### config.mk
export PLATFORM = sky130hd
export DESIGN_NAME = cic_stereo_outbuf_flat
export DESIGN_NICKNAME = d
export VERILOG_FILES = /design/src/rtl/rateconv_pkg.sv /design/src/rtl/cic_stereo_outbuf_if.sv /design/src/rtl/stereo_frame_fifo.sv /design/src/rtl/cic_stereo_outbuf.sv /design/src/flat_wrapper.sv
export SDC_FILE = /design/constraint.sdc
export NUM_CORES = 1
export LEC_CHECK = 0
export ABC_AREA = 1
export CORE_MARGIN = 5
export CORE_UTILIZATION = 29
export CTS_BUF_LIST = sky130_fd_sc_hd__clkbuf_4 sky130_fd_sc_hd__clkbuf_8
export DETAILED_ROUTE_END_ITERATION = 10
export HOLD_SLACK_MARGIN = 0.02
export SLEW_MARGIN = 0
export SYNTH_ARGS = -nofsm -noshare
export SYNTH_HDL_FRONTEND = slang
export SYNTH_SLANG_ARGS = --single-unit
### constraint.sdc
create_clock -name clk -period 4.8 [get_ports clk]
set_input_delay 0.96 -clock clk [delete_from_list [all_inputs] [get_ports clk]]
set_output_delay 0.96 -clock clk [all_outputs]
set_load 0.01 [all_outputs]
### src/rtl/rateconv_pkg.sv
// Shared types and defaults for the rate-converter output stage.
package rateconv_pkg;

   localparam int unsigned DefDataW = 16;
   localparam int unsigned DefDepth = 8;

   typedef enum logic {
      StPrime,
      StRun
   } state_e;

   typedef struct packed {
      logic [DefDataW-1:0] left;
      logic [DefDataW-1:0] right;
   } frame_t;

endpackage

### src/rtl/cic_stereo_outbuf_if.sv
// Decimator input stream and frame-rate output side of the stereo output buffer.
interface cic_stereo_outbuf_if #(
   parameter int unsigned DATA_W = 16,
   parameter int unsigned DEPTH  = 8
);
   localparam int unsigned LW = $clog2(DEPTH) + 1;

   logic [DATA_W-1:0] in_data;
   logic              in_valid;
   logic              in_ready;
   logic              in_channel;
   logic [1:0]        in_error;
   logic              in_startofpacket;
   logic              in_endofpacket;
   logic              out_tick;
   logic [DATA_W-1:0] out_left;
   logic [DATA_W-1:0] out_right;
   logic              out_strobe;
   logic [LW-1:0]     level;
   logic              running;
   logic [15:0]       underrun_cnt;
   logic [15:0]       sync_err_cnt;

   modport master (
      output in_data, in_valid, in_channel, in_error, in_startofpacket, in_endofpacket,
      output out_tick,
      input  in_ready, out_left, out_right, out_strobe, level, running,
      input  underrun_cnt, sync_err_cnt
   );

   modport slave (
      input  in_data, in_valid, in_channel, in_error, in_startofpacket, in_endofpacket,
      input  out_tick,
      output in_ready, out_left, out_right, out_strobe, level, running,
      output underrun_cnt, sync_err_cnt
   );

endinterface

### src/rtl/stereo_frame_fifo.sv
// Synchronous frame FIFO with show-ahead read data and wrap-bit pointers.
module stereo_frame_fifo #(
   parameter int unsigned W     = 32,
   parameter int unsigned DEPTH = 8
) (
   input  logic                       clk,
   input  logic                       reset,
   input  logic                       wr_en_i,
   input  logic [W-1:0]               din_i,
   input  logic                       rd_en_i,
   output logic [W-1:0]               dout_o,
   output logic [$clog2(DEPTH):0]     level_o,
   output logic                       full_o,
   output logic                       empty_o
);
   localparam int unsigned AW = $clog2(DEPTH);

   logic [AW:0]  wr_ptr_q, rd_ptr_q;
   logic [W-1:0] mem_q [DEPTH];
   logic         do_wr, do_rd;

   assign empty_o = (wr_ptr_q == rd_ptr_q);
   assign full_o  = (wr_ptr_q[AW] != rd_ptr_q[AW]) && (wr_ptr_q[AW-1:0] == rd_ptr_q[AW-1:0]);
   assign level_o = wr_ptr_q - rd_ptr_q;
   assign dout_o  = mem_q[rd_ptr_q[AW-1:0]];
   assign do_wr   = wr_en_i && !full_o;
   assign do_rd   = rd_en_i && !empty_o;

   always_ff @(posedge clk or posedge reset) begin
      if (reset) begin
         wr_ptr_q <= '0;
         rd_ptr_q <= '0;
      end else begin
         if (do_wr) wr_ptr_q <= wr_ptr_q + (AW+1)'(1);
         if (do_rd) rd_ptr_q <= rd_ptr_q + (AW+1)'(1);
      end
   end

   // Storage needs no reset; the pointers define what is valid.
   always_ff @(posedge clk) begin
      if (do_wr) mem_q[wr_ptr_q[AW-1:0]] <= din_i;
   end

endmodule

### src/rtl/cic_stereo_outbuf.sv
// Pairs interleaved L/R decimator samples into frames and releases one per output tick.
module cic_stereo_outbuf import rateconv_pkg::*; #(
   parameter int unsigned DATA_W    = DefDataW,
   parameter int unsigned DEPTH     = DefDepth,
   parameter int unsigned PRIME_LVL = DEPTH / 2
) (
   input  logic                clk,
   input  logic                reset,
   cic_stereo_outbuf_if.slave  bus
);
   localparam int unsigned LW = $clog2(DEPTH) + 1;
   localparam logic [LW-1:0] PrimeLvl = LW'(PRIME_LVL);

   state_e              state_q, state_d;
   logic                pend_q, pend_d;
   logic [DATA_W-1:0]   left_q, left_d;
   logic [DATA_W-1:0]   out_left_q, out_right_q;
   logic                out_strobe_q;
   logic [15:0]         underrun_q, sync_err_q;

   logic                accept, wr_en, rd_en, sync_inc, under_inc;
   logic                fifo_full, fifo_empty;
   logic [LW-1:0]       fifo_level;
   logic [2*DATA_W-1:0] fifo_dout;
   logic                unused_pkt;

   assign unused_pkt = ^{bus.in_startofpacket, bus.in_endofpacket};
   assign accept     = bus.in_valid && !fifo_full;

   stereo_frame_fifo #(
      .W     (2 * DATA_W),
      .DEPTH (DEPTH)
   ) u_fifo (
      .clk     (clk),
      .reset   (reset),
      .wr_en_i (wr_en),
      .din_i   ({left_q, bus.in_data}),
      .rd_en_i (rd_en),
      .dout_o  (fifo_dout),
      .level_o (fifo_level),
      .full_o  (fifo_full),
      .empty_o (fifo_empty)
   );

   // A right sample completes a frame only if an error-free left is waiting.
   always_comb begin
      pend_d   = pend_q;
      left_d   = left_q;
      wr_en    = 1'b0;
      sync_inc = 1'b0;
      if (accept) begin
         if (bus.in_error != 2'b00) begin
            pend_d = 1'b0;
         end else if (!bus.in_channel) begin
            left_d   = bus.in_data;
            pend_d   = 1'b1;
            sync_inc = pend_q;
         end else if (pend_q) begin
            wr_en  = 1'b1;
            pend_d = 1'b0;
         end else begin
            sync_inc = 1'b1;
         end
      end
   end

   always_comb begin
      state_d   = state_q;
      rd_en     = 1'b0;
      under_inc = 1'b0;
      unique case (state_q)
         StPrime: if (fifo_level >= PrimeLvl) state_d = StRun;
         StRun: begin
            if (bus.out_tick) begin
               if (fifo_empty) begin
                  under_inc = 1'b1;
                  state_d   = StPrime;
               end else begin
                  rd_en = 1'b1;
               end
            end
         end
         default: state_d = StPrime;
      endcase
   end

   always_ff @(posedge clk or posedge reset) begin
      if (reset) begin
         state_q      <= StPrime;
         pend_q       <= 1'b0;
         left_q       <= '0;
         out_left_q   <= '0;
         out_right_q  <= '0;
         out_strobe_q <= 1'b0;
         underrun_q   <= '0;
         sync_err_q   <= '0;
      end else begin
         state_q      <= state_d;
         pend_q       <= pend_d;
         left_q       <= left_d;
         out_strobe_q <= bus.out_tick;
         if (rd_en) begin
            out_left_q  <= fifo_dout[2*DATA_W-1:DATA_W];
            out_right_q <= fifo_dout[DATA_W-1:0];
         end
         if (under_inc && underrun_q != 16'hFFFF) underrun_q <= underrun_q + 16'd1;
         if (sync_inc && sync_err_q != 16'hFFFF) sync_err_q <= sync_err_q + 16'd1;
      end
   end

   assign bus.in_ready     = !fifo_full;
   assign bus.out_left     = out_left_q;
   assign bus.out_right    = out_right_q;
   assign bus.out_strobe   = out_strobe_q;
   assign bus.level        = fifo_level;
   assign bus.running      = (state_q == StRun);
   assign bus.underrun_cnt = underrun_q;
   assign bus.sync_err_cnt = sync_err_q;

endmodule

### src/flat_wrapper.sv
// flat-port wrapper written by rule: the top's interface ports become plain ports
module cic_stereo_outbuf_flat import rateconv_pkg::*;
#(
   parameter int unsigned DATA_W    = DefDataW,
   parameter int unsigned DEPTH     = DefDepth,
   parameter int unsigned PRIME_LVL = DEPTH / 2
)
  (clk, reset, bus_in_data, bus_in_valid, bus_in_channel, bus_in_error, bus_in_startofpacket, bus_in_endofpacket, bus_out_tick, bus_in_ready, bus_out_left, bus_out_right, bus_out_strobe, bus_level, bus_running, bus_underrun_cnt, bus_sync_err_cnt);
  cic_stereo_outbuf_if #(.DATA_W(DATA_W), .DEPTH(DEPTH)) bus_i ();
  input  logic clk;
  input  logic reset;
  input wire logic [$bits(bus_i.in_data)-1:0] bus_in_data;
  input wire logic [$bits(bus_i.in_valid)-1:0] bus_in_valid;
  input wire logic [$bits(bus_i.in_channel)-1:0] bus_in_channel;
  input wire logic [$bits(bus_i.in_error)-1:0] bus_in_error;
  input wire logic [$bits(bus_i.in_startofpacket)-1:0] bus_in_startofpacket;
  input wire logic [$bits(bus_i.in_endofpacket)-1:0] bus_in_endofpacket;
  input wire logic [$bits(bus_i.out_tick)-1:0] bus_out_tick;
  output wire logic [$bits(bus_i.in_ready)-1:0] bus_in_ready;
  output wire logic [$bits(bus_i.out_left)-1:0] bus_out_left;
  output wire logic [$bits(bus_i.out_right)-1:0] bus_out_right;
  output wire logic [$bits(bus_i.out_strobe)-1:0] bus_out_strobe;
  output wire logic [$bits(bus_i.level)-1:0] bus_level;
  output wire logic [$bits(bus_i.running)-1:0] bus_running;
  output wire logic [$bits(bus_i.underrun_cnt)-1:0] bus_underrun_cnt;
  output wire logic [$bits(bus_i.sync_err_cnt)-1:0] bus_sync_err_cnt;
  assign bus_i.in_data = bus_in_data;
  assign bus_i.in_valid = bus_in_valid;
  assign bus_i.in_channel = bus_in_channel;
  assign bus_i.in_error = bus_in_error;
  assign bus_i.in_startofpacket = bus_in_startofpacket;
  assign bus_i.in_endofpacket = bus_in_endofpacket;
  assign bus_i.out_tick = bus_out_tick;
  assign bus_in_ready = bus_i.in_ready;
  assign bus_out_left = bus_i.out_left;
  assign bus_out_right = bus_i.out_right;
  assign bus_out_strobe = bus_i.out_strobe;
  assign bus_level = bus_i.level;
  assign bus_running = bus_i.running;
  assign bus_underrun_cnt = bus_i.underrun_cnt;
  assign bus_sync_err_cnt = bus_i.sync_err_cnt;
  cic_stereo_outbuf #(.DATA_W(DATA_W), .DEPTH(DEPTH), .PRIME_LVL(PRIME_LVL)) u_core (.clk(clk), .reset(reset), .bus(bus_i));
endmodule
==> results of run 1 <==
[sequential cells by signal, summed over array words and instances, names as in the netlist]
register                 cells
u_core.bus.out_left         16
u_core.bus.out_right        16
u_core.bus.out_strobe        1
u_core.bus.running           1
u_core.bus.sync_err_cnt     16
u_core.bus.underrun_cnt     16
u_core.left_q               16
u_core.pend_q                1
u_core.u_fifo.mem_q        256
u_core.u_fifo.rd_ptr_q       4
u_core.u_fifo.wr_ptr_q       4
[per-layer routing]
layer | up-vias | global-route usage (%)
li1 | 4811 | -
met1 | 4849 | 15.8
met2 | 169 | 22.0
met3 | 53 | 2.20
met4 | 0 | 3.74
met5 | - | 0
[power by group]
group	switching, mW	internal [mW]
registers	0.284	3.59
logic	1.78	1.08
clock network	1.17	1.52
[worst max-delay path, delay by kind of cell (launching register included)]
kind,cells,cell delay (ns)
xor+xnor,1,0.20
flops,1,0.41
buf+inv,2,0.75
fa+ha+maj,2,0.65
[synthesized netlist by cell type (2+ instances only)]
cell type and n:
buf_1 2, o21ai_1 3, nor2_2 2, nand3_1 131
nand2_2 8, nand2_1 273, o21ai_0 124, clkbuf_2 2
edfxtp_1 256, buf_4 9, o21ai_2 3, o211ai_1 32
dfrtp_1 91, clkinv_1 2, xor2_1 10, xnor2_1 9
buf_6 4, nor2_1 234, ha_1 8, inv_1 72
nor3_1 3, nand4_1 10, buf_2 30, clkbuf_1 18
inv_2 3, nor2_4 5
[layout make-up]
type | count | area share, %
diodes | 1 | 0.0143
clock inverters | 24 | 1.39
multi-input cells | 863 | 23.4
well taps | 672 | 4.81
inverters | 77 | 1.68
clock buffers | 77 | 5.49
repair buffers | 113 | 6.19
flip-flops and latches | 347 | 57.1
[stage by stage]
stage | setup WS [ns] | util, % | instance area [um^2] | power [mW] | cells
after global routing | 1.14 | 34.9 | 17500 | 10.1 | 2174
final | 1.24 | 34.9 | 17500 | 9.43 | 2174
after detailed placement | 1.09 | 32.5 | 16300 | 6.84 | 2072
after global placement | 1.10 | 32.5 | 16300 | 6.77 | 2072
after CTS | 1.18 | 34.9 | 17500 | 9.58 | 2173
after floorplan | 0.268 | - | 14600 | 5.71 | 1352
[logic make-up after synthesis]
group,share of synthesized area (%)
buffers and inverters,4.36
AOI/OAI and AO/OA,6.33
DFF,68.1
adders and majority gates,0.822
xor gates and xnor gates,1.14
and+or+nand+nor,19.2
[path summary, 6_finish.rpt]
check                                                    endpoint  slack, ns  depth (start not counted)
max                                                  bus_level[2]       1.24                          5
min                            u_core.bus.out_left[5]$_DFFE_PP0P_       0.48                          2
max reg2reg                  u_core.u_fifo.mem_q[1][24]$_DFFE_PP_       1.60                          8
min reg2reg                    u_core.bus.out_left[5]$_DFFE_PP0P_       0.48                          2
max in group asynchronous    u_core.bus.out_right[11]$_DFFE_PP0P_       2.96                          3
min in group asynchronous  u_core.bus.underrun_cnt[2]$_DFFE_PP0P_       0.95                          2
==> flow_summary.toml, run 1 <==
[critical_path]
cp.required_ns = 3.84
arrival_ns = 2.60
cp_cell_sequence = "inv_1 -> ha_1 -> fa_1 -> xnor2_1 -> clkdlybuf4s50_1"
crit_fanout = 5
r2r-start = "u_core.u_fifo.wr_ptr_q[0]$_DFFE_PP0P_"
endpoint_kind = "output port"
slowest_delay_ns = 0.60
cp-startpoint = "u_core.u_fifo.wr_ptr_q[0]$_DFFE_PP0P_"
path_class = "flip-flop to output port"
crit_path_top_delay_cell = "clkdlybuf4s50_1"
critPathLaunchType = "flip-flop"

[timing]
fmax_mhz = 281
tns_ns = 0
final-hold-violation-count = 0
rsz0062_at_grt = "false"
slew_viol_final = 0
holdWs_ns = 0.480
worst_pin_slew_ns = 1.18
skew_ns = 0.0271
period_needed_ns = 3.56
relSlewSlack_pct = 21.5
setup_viol = 0
post-route-period-util_pct = 74.2

[routing]
drt_iter0_markers = 690
dr.pass1.iters = 5
detail-route-antenna-nets = 0
wirelength_um = 34900
drc = 0
m1WireLength_um = 15100
wire_per_inst_um = 16.0
top_layer = "met4"
via_per_inst = 4.55
wl_met3_um = 1370
vias = 9882
routed-wl-met2_um = 17700

[final_layout]
regArea_um2 = 9970
final_common_cell = "nand2_1"
fillers = 4954
area_growth_pct = 19.5
multi_input_area_um2 = 4080
layout_common_cells = "nand2_1, edfxtp_1, nor2_1"
drive_gt1_share_pct = 10.3
layout.nets = 1490

[synthesis]
synth_top_area_share_pct = 52.6
yosys-top-cells-area = "edfxtp_1, dfrtp_1, nand2_1, nor2_1, nand3_1"
avgSynthCellArea_um2 = 10.8
yosysWarnings = 0
synth_nets = 1386
syn_area_um2 = 14600
async_reset_ff_share_pct = 26.2
synth_edf_count = 256
synth_top_area_cell = "edfxtp_1"
synthFlopType = "edfxtp_1"
syn_inst = 1352
synth_seq_cells = 347
synth.distinct_cells = 34
yosysSeqAreaShare_pct = 68.1

[clocking]
cts_tree = "built"
numCtsBuffers = 54
clock_latency_ns = 0.60
cts.hold.buffers_added = 0
clock-sinks = 347
ctsResizeCount = 0
cts-root-buf = "clkbuf_8"
clk_pin_slew_ns = 0.06
cts.path.max_buffers = 3
postCtsSetupBuffers = 0
htreeDepth = 2

[floorplan]
fp.coreArea_um2 = 50100
initial_core_util_pct = 29.2
die_x_um = 235
io_pins = 96
die_area_um2 = 55000
die_y_um = 235
num_rows = 82

[global_route]
grt_overflow_total = 0
grt_pass1_vias = 9892
grt_pass1_wl_um = 55000
grt_antenna_before_repair = 1
grt_max_degree = 98
grt_use_total_pct = 12.5

[outcome]
status = "complete, no violations"

[min_path]
min_path_type = "flip-flop to flip-flop"
hold_start = "u_core.bus.out_left[5]$_DFFE_PP0P_"

[run]
maxCapViolCount = 0

[place]
dp_hpwl_um = 20000
port_buffers = 93
place_congestion = 0.795

[power_and_ir_drop]
vdd_ir_drop_max_mv = 0.248
leakage_nw = 6.58
power_density_nw_per_um2 = 540
Power figures use the tool's default switching activity.
==> inputs of run 2 (changes only) <==
==> constraint.sdc (replaced) <==
create_clock -name clk -period 3.6 [get_ports clk]
set_input_delay 0.72 -clock clk [delete_from_list [all_inputs] [get_ports clk]]
set_output_delay 0.72 -clock clk [all_outputs]
set_load 0.01 [all_outputs]
==> run 2 against run 1 <==
Against the previous run: critical path type unchanged; final area about the same; combinational power rose by 34%; largest cell class unchanged; total power increased by 32%; via count rose by 0.55%; first-iteration DRC count down 19%.
==> flow_summary.toml, run 2 (synthesis results as in run 1) <==
[outcome]
status = "complete, no violations"

[timing]
fmax_mhz = 301
skew_ns = 0.0553
rsz0062_at_grt = "false"
slew_viol_final = 0
final-hold-violation-count = 0
post-route-period-util_pct = 92.4
period_needed_ns = 3.33
worst_pin_slew_ns = 1.07
setup_viol = 0
relSlewSlack_pct = 28.9

[final_layout]
area_growth_pct = 19.6
layout_common_cells = "nand2_1, edfxtp_1, nor2_1"
drive_gt1_share_pct = 9.94
fin_util_pct = 34.9
design_area_um2 = 17500
layout.nets = 1491
largest_register_ffs = 256
fillers = 4995
final_common_cell = "nand2_1"

[global_route]
grt_max_degree = 104
grt_pass1_wl_um = 54900
grt_antenna_before_repair = 0
grt_overflow_total = 0
grt_pass1_vias = 9781
grt_use_total_pct = 12.5

[critical_path]
arrival_ns = 2.61
slowest_delay_ns = 0.60
endpoint_kind = "output port"
crit_path_top_delay_cell = "clkdlybuf4s50_1"
r2r_slack_ns = 0.89
cp_cell_sequence = "inv_1 -> ha_1 -> fa_1 -> xnor2_1 -> clkdlybuf4s50_1"
critPathLaunchType = "flip-flop"
cp.required_ns = 2.88
reg2reg_depth = 8
crit_fanout = 5
path_class = "flip-flop to output port"

[floorplan]
die_y_um = 235
initial_core_util_pct = 29.2
die_x_um = 235
num_rows = 82
die_area_um2 = 55000
fp.coreArea_um2 = 50100
io_pins = 96

[clocking]
cts.hold.buffers_added = 0
htreeDepth = 2
clock_latency_ns = 0.62
cts-root-buf = "clkbuf_8"
cts_tree = "built"
ctsResizeCount = 0
clk_pin_slew_ns = 0.06
cts.path.max_buffers = 3
postCtsSetupBuffers = 0
numCtsBuffers = 52
clock-sinks = 347

[min_path]
hold_depth = 2
min_path_type = "flip-flop to flip-flop"

[place]
dp_hpwl_um = 20300
port_buffers = 93
place_congestion = 0.811
place_area_um2 = 16300

[run]
maxCapViolCount = 0

[power_and_ir_drop]
finalPower_mw = 12.4
vdd_ir_drop_max_mv = 0.335
leakage_nw = 6.57
power_density_nw_per_um2 = 710

[routing]
dr.pass1.iters = 5
routed-wl-met2_um = 17500
drt_iter0_markers = 556
drc = 0
vias = 9936
via_per_inst = 4.57
detail-route-antenna-nets = 0
wirelength_um = 35000
wl_met3_um = 1410
wire_per_inst_um = 16.1
m1WireLength_um = 15100
top_layer = "met4"
[run 2: cell types whose count changed in the layout (fill, tap and decap cells not counted)]
cell        before  now
clkbuf_4        16   20
clkinvlp_4       1    0
buf_12           0    5
clkinv_1         4    7
buf_4           20   18
inv_2            2    3
clkinv_2        16    6
bufinv_16        4    2
[run 2: path summary, 6_finish.rpt]
| check | from | endpoint |
|---|---|---|
| worst min register to register | u_core.bus.out_left[5]$_DFFE_PP0P_ | u_core.bus.out_left[5]$_DFFE_PP0P_ |
| min in group asynchronous | reset | u_core.bus.out_left[4]$_DFFE_PP0P_ |
| worst max register to register | u_core.u_fifo.rd_ptr_q[0]$_DFFE_PP0P_ | u_core.bus.out_left[14]$_DFFE_PP0P_ |
| worst max-delay path | u_core.u_fifo.wr_ptr_q[0]$_DFFE_PP0P_ | bus_level[2] |
| max in group asynchronous | reset | u_core.u_fifo.rd_ptr_q[0]$_DFFE_PP0P_ |
| worst min-delay path | u_core.bus.out_left[5]$_DFFE_PP0P_ | u_core.bus.out_left[5]$_DFFE_PP0P_ |
[run 2: layout make-up]
class | instances | area (um^2) | area share [%]
antenna | 1 | 2.50 | 0.0143
clock buffer | 81 | 990 | 5.66
inverter | 77 | 292 | 1.67
sequential | 347 | 9970 | 57.0
tap | 672 | 841 | 4.81
timing repair buffer | 116 | 1170 | 6.67
clock inverter | 15 | 141 | 0.809
multi-input combinational | 863 | 4080 | 23.3
[run 2: where the power goes]
group	internal [mW]	leakage (nW)	total (mW)	switching, mW
Clock	1.90	0.604	3.42	1.52
Combinational	1.46	2.52	3.83	2.37
Sequential	4.79	3.45	5.17	0.383
[run 2: critical path: cells and delay by family, from the launching register on]
family / cells / cell delay (ns)
buffers and inverters: 2 / 0.73
adder cells (fa/ha/maj): 2 / 0.64
flip-flops: 1 / 0.40
XOR/XNOR: 1 / 0.27
[run 2: metrics by stage]
| step | std cells | worst slack, ns | TNS (ns) | hold slack [ns] |
|---|---|---|---|---|
| 5_1_grt | 2171 | 0.109 | 0 | 0.504 |
| 3_3_place_gp | 2075 | 0.708 | 0 | 0.467 |
| 2_1_floorplan | 1352 | -0.932 | -64.17 | 0.516 |
| 3_5_place_dp | 2075 | 0.703 | 0 | 0.466 |
| 4_1_cts | 2171 | 0.177 | 0 | 0.487 |
| 6_report | 2172 | 0.273 | 0 | 0.478 |
[run 2: metal layers]
| layer | track usage [%] | vias up |
|---|---|---|
| met4 | 4.21 | 0 |
| li1 | - | 4813 |
| met3 | 2.17 | 64 |
| met5 | 0 | - |
| met1 | 15.8 | 4858 |
| met2 | 21.9 | 201 |
